## src/rtl/spi_regbank_pkg.sv

```systemverilog
// Shared encodings for the SPI register bank: FSM states, command fields,
// the filler byte and status-byte layout.
package spi_regbank_pkg;

    typedef enum logic [1:0] {
        ST_IDLE     = 2'd0,
        ST_TXSTATUS = 2'd1,
        ST_TXREG    = 2'd2,
        ST_RXREG    = 2'd3
    } state_e;

    localparam logic [1:0] OP_STATUS = 2'b00;
    localparam logic [1:0] OP_RD     = 2'b10;
    localparam logic [1:0] OP_WR     = 2'b11;

    localparam int OP_LSB    = 6;
    localparam int BURST_BIT = 5;
    localparam int RSVD_BIT  = 4;
    localparam int IDX_W     = 4;

    localparam logic [7:0] FILL_BYTE  = 8'hFF;
    localparam logic [7:0] STATUS_CMD = {OP_STATUS, 6'b000000};

    localparam int ST_ERR_ADDR  = 0;
    localparam int ST_ERR_RO    = 1;
    localparam int ST_ERR_ABORT = 2;

    function automatic logic [7:0] statusByte(input logic [3:0] id,
                                              input logic errAbort,
                                              input logic errRo,
                                              input logic errAddr);
        logic [7:0] s;
        s               = {id, 4'h0};
        s[ST_ERR_ABORT] = errAbort;
        s[ST_ERR_RO]    = errRo;
        s[ST_ERR_ADDR]  = errAddr;
        return s;
    endfunction

endpackage

```

## src/rtl/spi_regbank_shadow.sv

```systemverilog
// Word-wide shift/snapshot register with byte counter; reads shift bytes out
// of the top, writes shift received bytes in at the bottom.
module spi_regbank_shadow #(
    parameter  int REG_BYTES = 4,
    localparam int W         = REG_BYTES * 8,
    localparam int CNT_W     = (REG_BYTES > 1) ? $clog2(REG_BYTES) : 1
) (
    input  logic             sysClk,
    input  logic             usrReset_n,
    input  logic             clear_i,
    input  logic             snap_i,
    input  logic [W-1:0]     snapData_i,
    input  logic             shift_i,
    input  logic [7:0]       byte_i,
    output logic [W-1:0]     shifted_o,
    output logic [CNT_W-1:0] count_o,
    output logic             last_o
);

    logic [W-1:0]     shadowQ, shadowD;
    logic [CNT_W-1:0] countQ, countD;

    assign shifted_o = (shadowQ << 8) | W'(byte_i);
    assign last_o    = (countQ == CNT_W'(REG_BYTES - 1));
    assign count_o   = countQ;

    // A snapshot beats a shift so a burst read can reload on its last byte.
    always_comb begin
        shadowD = shadowQ;
        countD  = countQ;
        if (clear_i) begin
            shadowD = '0;
            countD  = '0;
        end else if (snap_i) begin
            shadowD = snapData_i;
            countD  = '0;
        end else if (shift_i) begin
            shadowD = shifted_o;
            countD  = last_o ? '0 : countQ + CNT_W'(1);
        end
    end

    always_ff @(posedge sysClk or negedge usrReset_n) begin
        if (!usrReset_n) begin
            shadowQ <= '0;
            countQ  <= '0;
        end else begin
            shadowQ <= shadowD;
            countQ  <= countD;
        end
    end

endmodule

```

## src/rtl/spi_slave_regbank.sv

```systemverilog
// SPI message layer: decodes status/read/write commands against a register
// bank with burst access, shadowed commits, read-only mask and sticky errors.
module spi_slave_regbank
    import spi_regbank_pkg::*;
#(
    parameter int                 NUM_REGS  = 8,
    parameter int                 REG_BYTES = 4,
    parameter logic [NUM_REGS-1:0] RO_MASK  = 8'h80,
    parameter logic [3:0]         STATUS_ID = 4'hA
) (
    input  logic                            sysClk,
    input  logic                            usrReset_n,
    input  logic                            rxValid,
    input  logic [7:0]                      rx,
    input  logic                            frameEnd,
    output logic [7:0]                      tx,
    output logic [NUM_REGS*REG_BYTES*8-1:0] regsFlat,
    output logic [NUM_REGS-1:0]             wrStrobe
);

    localparam int W      = REG_BYTES * 8;
    localparam int ADDR_W = $clog2(NUM_REGS);
    localparam int CNT_W  = (REG_BYTES > 1) ? $clog2(REG_BYTES) : 1;

    state_e              stateQ, stateD;
    logic [ADDR_W-1:0]   idxQ, idxD;
    logic                burstQ, burstD;
    logic [7:0]          txQ, txD;
    logic [NUM_REGS-1:0] wrStrobeQ, wrStrobeD;
    logic                errAddrQ, errAddrD, errRoQ, errRoD, errAbortQ, errAbortD;
    logic [W-1:0]        regsQ [NUM_REGS];

    logic                commitEn;
    logic                shClear, shSnap, shShift, shLast;
    logic [ADDR_W-1:0]   shSnapIdx;
    logic [W-1:0]        shShifted;
    logic [CNT_W-1:0]    shCount;

    logic [1:0]          cmdOp;
    logic [ADDR_W-1:0]   cmdIdx, idxInc;
    logic                cmdOk;

    assign cmdOp  = rx[OP_LSB +: 2];
    assign cmdIdx = rx[ADDR_W-1:0];
    assign idxInc = idxQ + ADDR_W'(1);
    assign cmdOk  = ((cmdOp == OP_RD) || (cmdOp == OP_WR)) && !rx[RSVD_BIT] &&
                    ({1'b0, rx[IDX_W-1:0]} < 5'(NUM_REGS));

    spi_regbank_shadow #(.REG_BYTES(REG_BYTES)) uShadow (
        .sysClk     (sysClk),
        .usrReset_n (usrReset_n),
        .clear_i    (shClear),
        .snap_i     (shSnap),
        .snapData_i (regsQ[shSnapIdx]),
        .shift_i    (shShift),
        .byte_i     (rx),
        .shifted_o  (shShifted),
        .count_o    (shCount),
        .last_o     (shLast)
    );

    // The byte is handled first; a coincident frameEnd then overrides state.
    always_comb begin
        stateD    = stateQ;
        idxD      = idxQ;
        burstD    = burstQ;
        txD       = txQ;
        wrStrobeD = '0;
        errAddrD  = errAddrQ;
        errRoD    = errRoQ;
        errAbortD = errAbortQ;
        commitEn  = 1'b0;
        shClear   = 1'b0;
        shSnap    = 1'b0;
        shShift   = 1'b0;
        shSnapIdx = idxQ;

        if (rxValid) begin
            unique case (stateQ)
                ST_IDLE: begin
                    if (rx == STATUS_CMD) begin
                        txD       = statusByte(STATUS_ID, errAbortQ, errRoQ, errAddrQ);
                        errAddrD  = 1'b0;
                        errRoD    = 1'b0;
                        errAbortD = 1'b0;
                        stateD    = ST_TXSTATUS;
                    end else if (cmdOk) begin
                        idxD   = cmdIdx;
                        burstD = rx[BURST_BIT];
                        if (cmdOp == OP_RD) begin
                            stateD    = ST_TXREG;
                            shSnap    = 1'b1;
                            shSnapIdx = cmdIdx;
                            txD       = regsQ[cmdIdx][W-1 -: 8];
                        end else begin
                            stateD  = ST_RXREG;
                            shClear = 1'b1;
                            txD     = FILL_BYTE;
                        end
                    end else begin
                        errAddrD = 1'b1;
                        txD      = FILL_BYTE;
                    end
                end
                ST_TXSTATUS: begin
                    stateD = ST_IDLE;
                    txD    = FILL_BYTE;
                end
                ST_TXREG: begin
                    shShift = 1'b1;
                    if (!shLast) begin
                        txD = shShifted[W-1 -: 8];
                    end else if (burstQ) begin
                        idxD      = idxInc;
                        shSnap    = 1'b1;
                        shSnapIdx = idxInc;
                        txD       = regsQ[idxInc][W-1 -: 8];
                    end else begin
                        stateD = ST_IDLE;
                        txD    = FILL_BYTE;
                    end
                end
                ST_RXREG: begin
                    shShift = 1'b1;
                    txD     = FILL_BYTE;
                    if (shLast) begin
                        if (RO_MASK[idxQ]) begin
                            errRoD = 1'b1;
                        end else begin
                            commitEn        = 1'b1;
                            wrStrobeD[idxQ] = 1'b1;
                        end
                        if (burstQ) idxD = idxInc;
                        else        stateD = ST_IDLE;
                    end
                end
                default: stateD = ST_IDLE;
            endcase
        end

        if (frameEnd) begin
            if (((stateQ == ST_TXREG) || (stateQ == ST_RXREG)) &&
                (rxValid ? !shLast : (shCount != '0)))
                errAbortD = 1'b1;
            stateD  = ST_IDLE;
            txD     = FILL_BYTE;
            shClear = 1'b1;
        end
    end

    always_ff @(posedge sysClk or negedge usrReset_n) begin
        if (!usrReset_n) begin
            stateQ    <= ST_IDLE;
            idxQ      <= '0;
            burstQ    <= 1'b0;
            txQ       <= 8'h00;
            wrStrobeQ <= '0;
            errAddrQ  <= 1'b0;
            errRoQ    <= 1'b0;
            errAbortQ <= 1'b0;
            for (int i = 0; i < NUM_REGS; i++) regsQ[i] <= '0;
        end else begin
            stateQ    <= stateD;
            idxQ      <= idxD;
            burstQ    <= burstD;
            txQ       <= txD;
            wrStrobeQ <= wrStrobeD;
            errAddrQ  <= errAddrD;
            errRoQ    <= errRoD;
            errAbortQ <= errAbortD;
            if (commitEn) regsQ[idxQ] <= shShifted;
        end
    end

    assign tx       = txQ;
    assign wrStrobe = wrStrobeQ;

    for (genvar g = 0; g < NUM_REGS; g++) begin : gFlat
        assign regsFlat[g*W +: W] = regsQ[g];
    end

endmodule

```

## config.mk

```make
export PLATFORM = sky130hd
export DESIGN_NAME = spi_slave_regbank
export DESIGN_NICKNAME = d
export VERILOG_FILES = /design/src/rtl/spi_regbank_pkg.sv /design/src/rtl/spi_regbank_shadow.sv /design/src/rtl/spi_slave_regbank.sv
export SDC_FILE = /design/constraint.sdc
export NUM_CORES = 1
export LEC_CHECK = 0
export ABC_CLOCK_PERIOD_IN_PS = 6400
export CAP_MARGIN = 20
export CORE_ASPECT_RATIO = 1.5
export CORE_MARGIN = 2
export CORE_UTILIZATION = 40
export CTS_BUF_LIST = sky130_fd_sc_hd__clkbuf_16
export CTS_CLUSTER_DIAMETER = 40
export DETAILED_ROUTE_END_ITERATION = 10
export HOLD_SLACK_MARGIN = 0.03
export SYNTH_ARGS = -nofsm -noshare
export SYNTH_HDL_FRONTEND = slang
export SYNTH_SLANG_ARGS = --single-unit
```

## constraint.sdc

```tcl
create_clock -name sysClk -period 6.4 [get_ports sysClk]
set_clock_uncertainty 0.2 [all_clocks]
set_input_delay 0.96 -clock sysClk [delete_from_list [all_inputs] [get_ports sysClk]]
set_output_delay 0.96 -clock sysClk [all_outputs]
set_load 0.03 [all_outputs]
```

Yosys cells after proc, flatten, opt, wreduce, memory -nomap -nowiden
Memories as Yosys holds them, arrays and structs flattened. Index checks and enable logic that the tools add are counted. W data, S select, Z words.

Order comparisons: 8. Muxes and demuxes: 83. Bitwise logic cells: 6. Eq/ne operators: 15. Reduce and logical (&&, ||, !) cells: 23. Add/sub/neg operators: 2.

Operators by type and width (count): $bmux W32 S3 (3); $bwmux W256 (1); $mux W32 (5); $mux W24 (5); $demux W32 S3 (1); $mux W8 (11); $mux W1 (32); $or A32 B8 Y32 (1); $mux W3 (8); $pmux W8 S3 (1); $mux W2 (10); $ge A4 B4 Y1 const B (4); $not A3 Y4 (4); $pmux W3 S2 (2); $reduce_and A4 Y1 (3); $eq A2 B2 Y1 const B (5); $ne A2 B2 Y1 const B (5); $logic_not A8 Y1 (1); $reduce_bool A2 Y1 (4); $pmux W2 S3 (1); $logic_and A1 B1 Y1 (5); $reduce_and A5 Y1 (1); $lt A3 B4 Y1 const B (1); $lt A4 B1 Y1 const B (1); 18 further kinds (22).

Flip-flop bits (word level): 307. Memories: 1. ROM bits: 8. Logic and storage cells: 156. Input bits: 12.

Memory list: (no name shown) (words 8, width 1, read ports 1, clocked after memory_dff 0, write ports 0, RTL line spi_slave_regbank.sv:127) `if (RO_MASK[idxQ]) begin`.

Depth between registers and ports, before layout
Gate-level depths: netlist of the first run.

Depth after elaboration: 14. Gate-level depth with buffers: 12. Depth with buffers taken out: 8.

Modules after synthesis
Synthesis of the first run repeated with hierarchy kept, for this count alone.

Cell total of the unflattened synthesis: 993. Area, all modules: 15417.3 sq um.

Modules (own cells, without submodules): spi_slave_regbank (area an instance 14005.9 sq um, times used 1, sequential area each 7031.7 sq um, cells an instance 870); spi_regbank_shadow (area an instance 1411.4 sq um, times used 1, sequential area each 650.6 sq um, cells an instance 123).

Least setup slack after synthesis of the first run
No wires, ideal clock.

Kind: in2reg. Start point: in rx[6]. End point: reg uShadow.shadowQ[22]. Slack: 3.349 ns. Cell stages on the path: 8. Path buffers: 1. Data arrival time: 2.725 ns. Data required time: 6.074 ns. Path through: or4b_1 -> buf_2 -> a22oi_4 -> nand3_4 -> mux4_2 -> nand2_1 -> a31oi_1 -> a221o_1.

Cells in the longest elaborated chain, start to end: 14.

Ends and longest elaborated chain: start: declaration (RTL line spi_slave_regbank.sv:14) `input logic [7:0] rx,`; $eq A2 B2 Y1, on equally long branches (RTL line spi_slave_regbank.sv:46, spi_slave_regbank.sv:90); $logic_or A1 B1 Y1 (RTL line spi_slave_regbank.sv:46) `assign cmdOk = ((cmdOp == OP_RD) || (cmdOp == OP_WR)) && !rx[RSVD_BIT] &&`; $logic_and A1 B1 Y1 (2 in series) (RTL line spi_slave_regbank.sv:46); $mux W3 (RTL line spi_slave_regbank.sv:87) `end else if (cmdOk) begin`; $mux W3 (RTL line spi_slave_regbank.sv:81) `if (rx == STATUS_CMD) begin`; $pmux W3 S2 (RTL line spi_slave_regbank.sv:79) `unique case (stateQ)`; $mux W3 (RTL line spi_slave_regbank.sv:78) `if (rxValid) begin`; $not A3 Y4 (implied by the code) (RTL line spi_slave_regbank.sv:54) `.snapData_i (regsQ[shSnapIdx]),`; $bmux W32 S3 (RTL line spi_slave_regbank.sv:54); $mux W24 (implied by the code) (2 in series) (RTL line spi_slave_regbank.sv:54); $mux W24 (RTL line spi_regbank_shadow.sv:34) `end else if (snap_i) begin`; $mux W24 (RTL line spi_regbank_shadow.sv:31) `if (clear_i) begin`; end signal: assignment (RTL line spi_regbank_shadow.sv:48) `shadowQ <= shadowD;`; end: declaration (RTL line spi_regbank_shadow.sv:20) `logic [W-1:0] shadowQ, shadowD;`.

Parallel ways exist; a longest one is shown, timed or not. The select of a mux whose other input is x is not followed. A chain may end at the register's enable or synchronous reset.

Worst setup path after layout of the first run
Start point: in rxValid. End point: reg uShadow.shadowQ[11].

Cells in the longest elaborated chain, start to end: 7.

Ends and longest elaborated chain: start: declaration (RTL line spi_slave_regbank.sv:13) `input logic rxValid,`; $mux W3 (RTL line spi_slave_regbank.sv:78); $not A3 Y4 (implied by the code) (RTL line spi_slave_regbank.sv:54); $bmux W32 S3 (RTL line spi_slave_regbank.sv:54); $mux W24 (implied by the code) (2 in series) (RTL line spi_slave_regbank.sv:54); $mux W24 (RTL line spi_regbank_shadow.sv:34); $mux W24 (RTL line spi_regbank_shadow.sv:31).

Parallel ways exist; a longest one is shown, timed or not. The select of a mux whose other input is x is not followed.

==> results by group, run 1 <==
Layout
  • Final Instance Area: 0.0191 mm²
  • Cell Count, Final, Fillers Out: 2001
  • Layout fillers: 3246
  • Area growth syn-to-layout: 29.9%
  • Total Nets Final: 1509
  • Layout cell share with drive strength beyond 1: 25.9%
  • Ant diodes: 0
  • Final Util: 52.3%

Yosys
  • Largest cells by area after synthesis: dfrtp_1, mux2_2, mux4_2
  • Sequential share of the synthesized area: 52.1%
  • Most used DFF post-synth: dfrtp_1
  • Post-synthesis adder-cell area fraction: 0.340%
  • EDFF count, synth: 0
  • Synth top cells by count: dfrtp_1, mux2_2, nand2_1, nand3_1, clkbuf_1
  • Mux cell area share after synthesis: 25.6%
  • Synth Cell Area: 0.0147 mm²
  • Gate Count Post-Synth: 1268
  • Top cell type's share of synthesized area: 52.1%
  • Count leader, synth: dfrtp_1
  • Warnings, synthesis: 0
  • Distinct cells, synth: 48
  • Mean Syn Cell Area: 11.6 µm²
  • Syn_nets: 1284
  • Compound-Gate Fraction of Synth Area: 6.48%
  • Asr flop ratio synth: 100%
  • Main combinational cell family by area after synthesis: multiplexers
  • Synthesized-area fraction occupied by and/or/nand/nor cells: 11.9%
  • XOR/XNOR share of the synthesized area: 0%
  • Synth Register Bits: 307
  • Synth area leader: dfrtp_1

Floorplanning
  • Die H: 239 µm
  • Initial Util: 40.3%
  • Number of I/O pins: 284
  • Die Area: 0.0384 mm²
  • Core Area: 0.0366 mm²
  • Rows: 86
  • Die W: 161 µm

STA
  • Relative slew margins: 24.1%
  • Final Hold Fails: 0
  • Final setup viols: 0
  • Worst-margin pin slew: 1.14 ns
  • Worst hold slack: 0.216 ns
  • Max Slew Vio Count: 0
  • PnR worst setup slack: 2.02 ns
  • Max Clk Rate: 228 MHz
  • Min Clock Period, post-route: 4.38 ns
  • Crit share post-route: 68.5%
  • Final setup TNS: 0 ns
  • Unrepaired setup endpoints after global routing: no

GRT
  • Initial antenna violation count: 0
  • Largest net degree at the start of global routing: 157
  • First-pass GRT wire length: 75.4 mm
  • GR Overflow Total: 0
  • Vias in the first global route: 11700
  • GRT Util Overall: 26.0%

Worst hold path
  • Worst hold path class: input pin to async pin

CTS
  • Post-CTS setup buffer count: 0
  • H-tree levels: 2
  • Clock Path Buffers: 3
  • # resized after CTS: 0
  • Worst-Skew Late Latency: 0.53 ns
  • Clock sinks: 307
  • Clk slew on worst S/H paths: 0.06 ns
  • CTS root buf: clkbuf_16
  • CTS Buf Count: 37
  • CTS tree: yes
  • Hold_buf cts: 0

Critical path
  • Worst r2r src: idxQ[1]
  • Worst setup startpoint: rxValid
  • Kind of critical path: input pin to flip-flop
  • Worst reg2reg path endpoint: uShadow.shadowQ[11]
  • Arrival time worst endpoint: 4.52 ns
  • Startpoint Class: input pin
  • Reg2reg setup slack: 2.52 ns
  • Worst-path fanout max: 22
  • FF-to-FF path depth: 6
  • Worst setup EP type: flip-flop
  • Req. time, crit path: 6.54 ns

Job
  • Max Cap Viol: 0

Power and ir drop
  • Leak pwr: 8.46 nW
  • Max VDD drop: 0.172 mV
  • Power density over the cells: 246 mW/mm²
  • Total Power: 4.72 mW

Place
  • Placed Area: 0.0179 mm²
  • GPL Wtd Cong: 0.865
  • Placed insts: 1936
  • Setup WS pre-CTS: 1.58 ns
  • Port bufs: 283
  • DP HPWL: 33.4 mm

Detailed routing
  • Post-DR wirelength/cell: 25.1 µm
  • Detailed router's first-iteration violation count: 835
  • Drt pass-1 iters: 5
  • Via-to-Cell Ratio: 5.75
  • DRC: 0
  • Routed WL: 50.3 mm
  • Routed vias: 11500
  • Routed Antenna Nets: 0

Status
  • Status: complete, no violations
[routing by layer]
metal | global-route usage, % | vias to the layer above | routed length (µm)
li1 | - | 5004 | -
met1 | 32.5 | 6023 | 19800
met2 | 46.1 | 390 | 26400
met3 | 3.68 | 80 | 2560
met4 | 9.36 | 0 | 1530
met5 | 0 | - | 0
[sequential cells by signal, summed over array words and instances, names as in the netlist]
register / flops
errAddrQ: 1
errAbortQ: 1
uShadow.shadowQ: 24
tx: 8
uShadow.count_o: 2
regsFlat: 256
stateQ: 2
idxQ: 3
burstQ: 1
wrStrobe: 8
errRoQ: 1
[power by group]
group	internal [mW]	switching (mW)	total [mW]	leakage, nW
Sequential	1.95	0.0350	1.99	4.23
Clock	1.16	0.883	2.04	0.576
Combinational	0.200	0.485	0.686	3.65
Total	3.31	1.40	4.72	8.46
[placed cells by master (no fill, tap or decap), types with 10 or more instances in the layout]
cell type	instances
nand4_1	10
dfrtp_1	307
o2111ai_1	23
mux4_2	33
mux2_2	257
nand2_1	187
clkbuf_16	37
o21ai_0	33
clkdlybuf4s50_1	281
nor2_1	54
mux2i_1	14
nand3_1	86
nand2b_1	10
buf_4	20
a22oi_1	26
a21oi_1	23
[kinds of logic after synthesis]
logic type / Yosys count
compound gates: 140
fa+ha+maj: 4
buf+inv: 128
flops: 307
mux: 304
simple gates: 385
[worst max-delay path: stages]
cell and delay (ns):
clkdlybuf4s50_1 0.87, nand2b_1 0.75, nor3_1 0.16, nor3_2 0.60, and2_1 0.93, a22oi_1 0.23
[layout make-up]
| class | count | area [µm²] | share of cell area (%) |
|---|---|---|---|
| clock buffer | 37 | 926 | 4.84 |
| clock inverter | 26 | 233 | 1.22 |
| inverter | 6 | 22.5 | 0.118 |
| multi-input combinational | 833 | 6600 | 34.4 |
| sequential | 307 | 7680 | 40.1 |
| tap | 484 | 606 | 3.16 |
| timing repair buffer | 308 | 3080 | 16.1 |
[worst max path at each step]
stage | endpoint | slack, ns | cells past startpoint
after global routing | uShadow.shadowQ[7] | 1.76 | 9
after global placement | uShadow.shadowQ[9] | 1.70 | 6
after floorplan | uShadow.shadowQ[22] | 3.35 | 8
after CTS | uShadow.shadowQ[11] | 2.11 | 6
final | uShadow.shadowQ[11] | 2.02 | 6
after detailed placement | uShadow.shadowQ[11] | 1.58 | 6
Note: power is estimated with default switching activity, not from simulation.
==> inputs of run 2 (changes only) <==
ABC_CLOCK_PERIOD_IN_PS = 4400   (was 6400)
clock period = 4.4 ns   (was 6.4 ns; I/O delays follow)
==> run 2 against run 1 <==
Net effect: first-iteration DRC count is 0.72% higher; utilization is 1.0 points higher; setup slack worse by 0.95 ns; non-clock buffer count is 27 higher; critical path type is now flip-flop to flip-flop.
==> results by group, run 2 (synthesis results as in run 1) <==
Layout
  • Layout cell share with drive strength beyond 1: 27.0% (+1.1 points)
  • Total Nets Final: 1536 (+1.8%)
  • Multi-input logic area: 0.00660 mm² (unchanged)
  • Ant diodes: 0 (unchanged)
  • FF/Latch Area: 0.00768 mm² (unchanged)
  • Most common cell after layout, fill and taps aside: dfrtp_1
  • Final Util: 53.3% (+1.0 points)
  • Max reg flops: 256 (unchanged)
  • Most frequent cells in the layout: dfrtp_1, clkdlybuf4s50_1, mux2_2, nand2_1, nand3_1
  • Area growth syn-to-layout: 32.4%
  • Layout fillers: 3267 (+0.65%)

Critical path
  • Arrival time worst endpoint: 3.58 ns (-0.94 ns)
  • Worst-path fanout max: 74 (+240%)
  • Startpoint Class: flip-flop
  • Kind of critical path: flip-flop to flip-flop
  • Req. time, crit path: 4.65 ns (-1.89 ns)
  • Worst setup EP type: flip-flop

STA
  • Worst-margin pin slew: 0.852 ns (-0.287 ns)
  • Crit share post-route: 75.6%
  • Relative slew margins: 43.2% (+19 points)
  • Final setup viols: 0 (unchanged)
  • Max Slew Vio Count: 0 (unchanged)
  • Min Clock Period, post-route: 3.33 ns
  • Final setup TNS: 0 ns (unchanged)
  • Unrepaired setup endpoints after global routing: no
  • Final Hold Fails: 0 (unchanged)
  • Max Clk Rate: 300 MHz

CTS
  • Clock sinks: 307 (unchanged)
  • Clock Path Buffers: 3 (unchanged)
  • Post-CTS setup buffer count: 0 (unchanged)
  • CTS Buf Count: 37 (unchanged)
  • # resized after CTS: 0 (unchanged)
  • Clk slew on worst S/H paths: 0.06 ns (about the same)
  • H-tree levels: 2 (unchanged)
  • Worst-Skew Late Latency: 0.54 ns (about the same)
  • CTS root buf: clkbuf_16
  • CTS tree: yes

Detailed routing
  • Routed vias: 11600 (+0.63%)
  • Detailed router's first-iteration violation count: 841 (+0.72%)
  • Routed WL: 51.0 mm (+1.3%)
  • Post-DR wirelength/cell: 25.1 µm (-0.25%)
  • Routed Antenna Nets: 0 (unchanged)
  • DRC: 0 (unchanged)
  • Via-to-Cell Ratio: 5.69 (-0.95%)
  • Drt pass-1 iters: 5 (unchanged)

Power and ir drop
  • Leak pwr: 8.65 nW (+2.2%)
  • Power density over the cells: 368 mW/mm² (+50%)
  • Max VDD drop: 0.224 mV (+30%)
  • Total Power: 7.19 mW (+52%)

Floorplanning
  • Initial Util: 40.3% (unchanged)
  • Die W: 161 µm (unchanged)
  • Number of I/O pins: 284 (unchanged)
  • Die Area: 0.0384 mm² (unchanged)
  • Die H: 239 µm (unchanged)
  • Core Area: 0.0366 mm² (unchanged)
  • Rows: 86 (unchanged)

GRT
  • GRT Util Overall: 26.5% (+0.46 points)
  • Vias in the first global route: 12000 (+2.6%)
  • Most Crowded Layer GR: met2
  • Met3 usage: 3.57% (-0.10 points)
  • First-pass GRT wire length: 76.8 mm (+1.9%)
  • GR Overflow Total: 0 (unchanged)
  • GRT met2 Usage: 46.6% (+0.55 points)
  • Largest net degree at the start of global routing: 103 (-34%)
  • Grt met1 use: 32.7% (+0.16 points)
  • Initial antenna violation count: 0 (unchanged)

Job
  • Max Cap Viol: 0 (unchanged)

Place
  • GPL Wtd Cong: 0.903 (+4.5%)
  • DP HPWL: 35.3 mm (+5.7%)
  • Port bufs: 283 (unchanged)

Status
  • Status: complete, no violations

Worst hold path
  • Worst hold path class: flip-flop to flip-flop
## run 2: changes by cell type in the layout (fill, tap and decap cells not counted), moves of 3 or more
cell,previous run,this run
clkinv_4,4,0
buf_4,20,43
clkinv_1,3,9
bufinv_16,2,6
clkinvlp_4,2,5
inv_6,9,4
## run 2: power breakdown
group	switching (mW)	leakage, nW	internal (mW)
Sequential	0.0498	4.23	2.84
Combinational	0.719	3.80	0.329
Clock	1.27	0.623	1.97
## run 2: cell type report
class	instances	area share, %
multi-input cells	833	33.8
repair buffers	335	17.0
flip-flops and latches	307	39.4
clock inverters	29	1.62
well taps	484	3.10
inverters	6	0.115
clock buffers	39	5.00
## run 2: worst paths after layout
check,end,slack [ns],depth (start not counted),from
setup / recovery,uShadow.shadowQ[14],1.07,9,idxQ[1]
hold / removal,errRoQ,0.28,2,errRoQ
setup reg to reg,uShadow.shadowQ[14],1.07,9,idxQ[1]
hold reg to reg,errRoQ,0.28,2,errRoQ
max in group asynchronous,regsFlat[113],2.39,3,usrReset_n
min in group asynchronous,regsFlat[5],0.55,2,usrReset_n
## run 2: repair_timing
action                                 4_1_cts  5_1_grt
setup endpoints to repair                    0        0
hold buffers                                 1        0
endpoints found under the hold margin       57        0
## run 2: stage by stage
| stage | area (µm²) | hold WS [ns] | std cells | worst slack, ns |
|---|---|---|---|---|
| floorplan | 14700 | 0.164 | 1268 | 1.57 |
| global placement | 18200 | 0.259 | 1963 | 0.743 |
| detailed placement | 18200 | 0.270 | 1963 | 0.711 |
| CTS | 19500 | 0.284 | 2032 | 1.09 |
| global route | 19500 | 0.327 | 2033 | 0.840 |
| finish | 19500 | 0.284 | 2033 | 1.07 |
## run 2: critical path, cell delays in order, from the launching register on
cell       delay [ns]
dfrtp_1          0.52
ha_1             0.82
nor3_1           0.20
nor3_2           0.29
buf_12           0.34
buf_4            0.31
nand2_1          0.08
nand3_1          0.08
o2111ai_1        0.15
a22oi_1          0.18
## run 2: metal layers
metal	vias to the layer above	share of wire, %
met5	-	0
met4	0	4.1
met3	110	5.4
met2	453	51
met1	5964	39
li1	5043	-
==> inputs of run 3 (changes only) <==
ABC_CLOCK_PERIOD_IN_PS = 2900   (was 4400)
PLACE_DENSITY = 0.67   (was default)
clock period = 2.9 ns   (was 4.4 ns; I/O delays follow)
==> run 3 against run 2 <==
Net effect: hold slack got worse by 0.045 ns; critical path depth did not move; sequential share of layout area fell by 0.80 points; clock power rose by 34%; global-route usage barely moved; die area did not move; setup slack got worse by 0.93 ns; wire length rose by 0.89%; power rose by 46%; sequential cell count did not move.
==> results by group, run 3 (synthesis results as in run 1) <==
STA
  • Crit share post-route: 95.2%
  • Max Clk Rate: 362 MHz
  • Max Slew Vio Count: 0 (unchanged)
  • Final setup viols: 0 (unchanged)
  • Unrepaired setup endpoints after global routing: no
  • Worst-margin pin slew: 0.744 ns (-0.108 ns)
  • Relative slew margins: 50.4% (+7.2 points)
  • Min Clock Period, post-route: 2.76 ns
  • Final Hold Fails: 0 (unchanged)

Floorplanning
  • Initial Util: 40.3% (unchanged)
  • Rows: 86 (unchanged)
  • Core Area: 0.0366 mm² (unchanged)
  • Die W: 161 µm (unchanged)
  • Die H: 239 µm (unchanged)
  • Die Area: 0.0384 mm² (unchanged)
  • Number of I/O pins: 284 (unchanged)

GRT
  • GRT Util Overall: 26.5% (about the same)
  • First-pass GRT wire length: 76.6 mm (-0.29%)
  • Vias in the first global route: 12200 (+1.5%)
  • Largest net degree at the start of global routing: 77 (-25%)
  • GR Overflow Total: 0 (unchanged)
  • Initial antenna violation count: 0 (unchanged)

Layout
  • Layout cell share with drive strength beyond 1: 29.4% (+2.3 points)
  • Ant diodes: 0 (unchanged)
  • Final Util: 54.4% (+1.1 points)
  • Area growth syn-to-layout: 35.1%
  • Total Nets Final: 1586 (+3.3%)
  • Most frequent cells in the layout: dfrtp_1, clkdlybuf4s50_1, mux2_2, nand2_1, nand3_1
  • Most common cell after layout, fill and taps aside: dfrtp_1
  • Max reg flops: 256 (unchanged)

Place
  • Port bufs: 283 (unchanged)
  • GPL Wtd Cong: 0.888 (-1.7%)
  • DP HPWL: 36.2 mm (+2.5%)

Power and ir drop
  • Max VDD drop: 0.386 mV (+72%)
  • Power density over the cells: 526 mW/mm² (+43%)
  • Leak pwr: 8.91 nW (+2.9%)
  • Total Power: 10.5 mW (+46%)

Critical path
  • Worst setup startpoint: rx[6]
  • Worst-path fanout max: 4 (-95%)
  • FF-to-FF path depth: 7 (-2)
  • Worst setup EP type: flip-flop
  • Reg2reg setup slack: 0.15 ns (-0.92 ns)
  • End point of the critical path: uShadow.shadowQ[22]
  • Arrival time worst endpoint: 2.97 ns (-0.61 ns)
  • Req. time, crit path: 3.11 ns (-1.54 ns)
  • Worst reg2reg path endpoint: regsFlat[42]
  • Worst r2r src: stateQ[1]
  • Kind of critical path: input pin to flip-flop
  • Startpoint Class: input pin

Detailed routing
  • Routed Antenna Nets: 0 (unchanged)
  • Routed vias: 11900 (+3.2%)
  • Via-to-Cell Ratio: 5.74 (+0.94%)
  • DRC: 0 (unchanged)
  • Post-DR wirelength/cell: 24.8 µm (-1.3%)
  • Routed WL: 51.4 mm (+0.89%)
  • Detailed router's first-iteration violation count: 1066 (+27%)
  • Drt pass-1 iters: 7 (+2)

Status
  • Status: complete, no violations

CTS
  • H-tree levels: 2 (unchanged)
  • CTS tree: yes
  • Clk slew on worst S/H paths: 0.06 ns (about the same)
  • Worst-Skew Late Latency: 0.53 ns (about the same)
  • CTS Buf Count: 36 (-2.7%)
  • CTS root buf: clkbuf_16
  • Clock Path Buffers: 3 (unchanged)
  • Clock sinks: 307 (unchanged)

Job
  • Max Cap Viol: 0 (unchanged)

Worst hold path
  • Worst hold path class: input pin to flip-flop
[run 3: worst min-delay path by stage]
| stage | from | cells after the start | slack, ns | endpoint |
|---|---|---|---|---|
| after floorplan | usrReset_n | 0 | -0.06 | burstQ |
| after global placement | usrReset_n | 1 | 0.25 | regsFlat[196] |
| after detailed placement | usrReset_n | 1 | 0.26 | regsFlat[196] |
| after CTS | rx[0] | 4 | 0.22 | idxQ[0] |
| after global routing | rx[0] | 4 | 0.26 | idxQ[0] |
| final | rx[0] | 4 | 0.24 | idxQ[0] |
[run 3: repair_timing]
| item | 4_1_cts | 5_1_grt |
|---|---|---|
| endpoints found under the hold margin | 69 | 0 |
| pin swaps | 0 | 0 |
| endpoints found under the setup margin | 9 | 58 |
| resized for setup | 1 | 9 |
| setup buffers | 0 | 0 |
| gates cloned | 0 | 0 |
| hold buffers | 1 | 0 |
[run 3: power by group]
part / internal (mW) / total, mW / switching, mW
combinational: 0.626 / 1.77 / 1.14
clock: 2.51 / 4.35 / 1.84
sequential: 4.32 / 4.35 / 0.0382
[run 3: final cells by class]
type | instances | area, µm²
tap | 484 | 606
fill | 3191 | 16700
clock buffer | 37 | 926
multi-input combinational | 833 | 6630
inverter | 6 | 22.5
clock inverter | 25 | 188
sequential | 307 | 7680
timing repair buffer | 386 | 3860
[run 3: metal layers]
layer	wire, µm	vias up	part of all wire [%]	GRT usage [%]
met5	0	-	0	0
met4	2720	0	5.3	14.2
met3	2820	138	5.5	3.14
met2	27000	520	52	47.2
met1	18900	6142	37	31.4
li1	-	5137	-	-
[run 3: metrics by stage]
step,std cells,cell area [µm²],hold WS [ns],TNS (ns),setup slack [ns]
final,2078,19900,0.239,0,0.139
after floorplan,1268,14700,-0.0606,0,0.0680
after global placement,2015,18800,0.250,-12.05,-0.479
after global routing,2078,19900,0.263,0,0.0102
after detailed placement,2015,18800,0.258,-14.08,-0.518
after CTS,2078,19900,0.224,0,0.0432
[run 3: critical path: stages]
cell and delay [ns]:
clkdlybuf4s50_1 0.53, or4b_4 0.62, buf_4 0.17, a22oi_4 0.18, nand3_4 0.13, mux4_2 0.45
nand2_1 0.09, a31oi_1 0.09, a221o_1 0.26
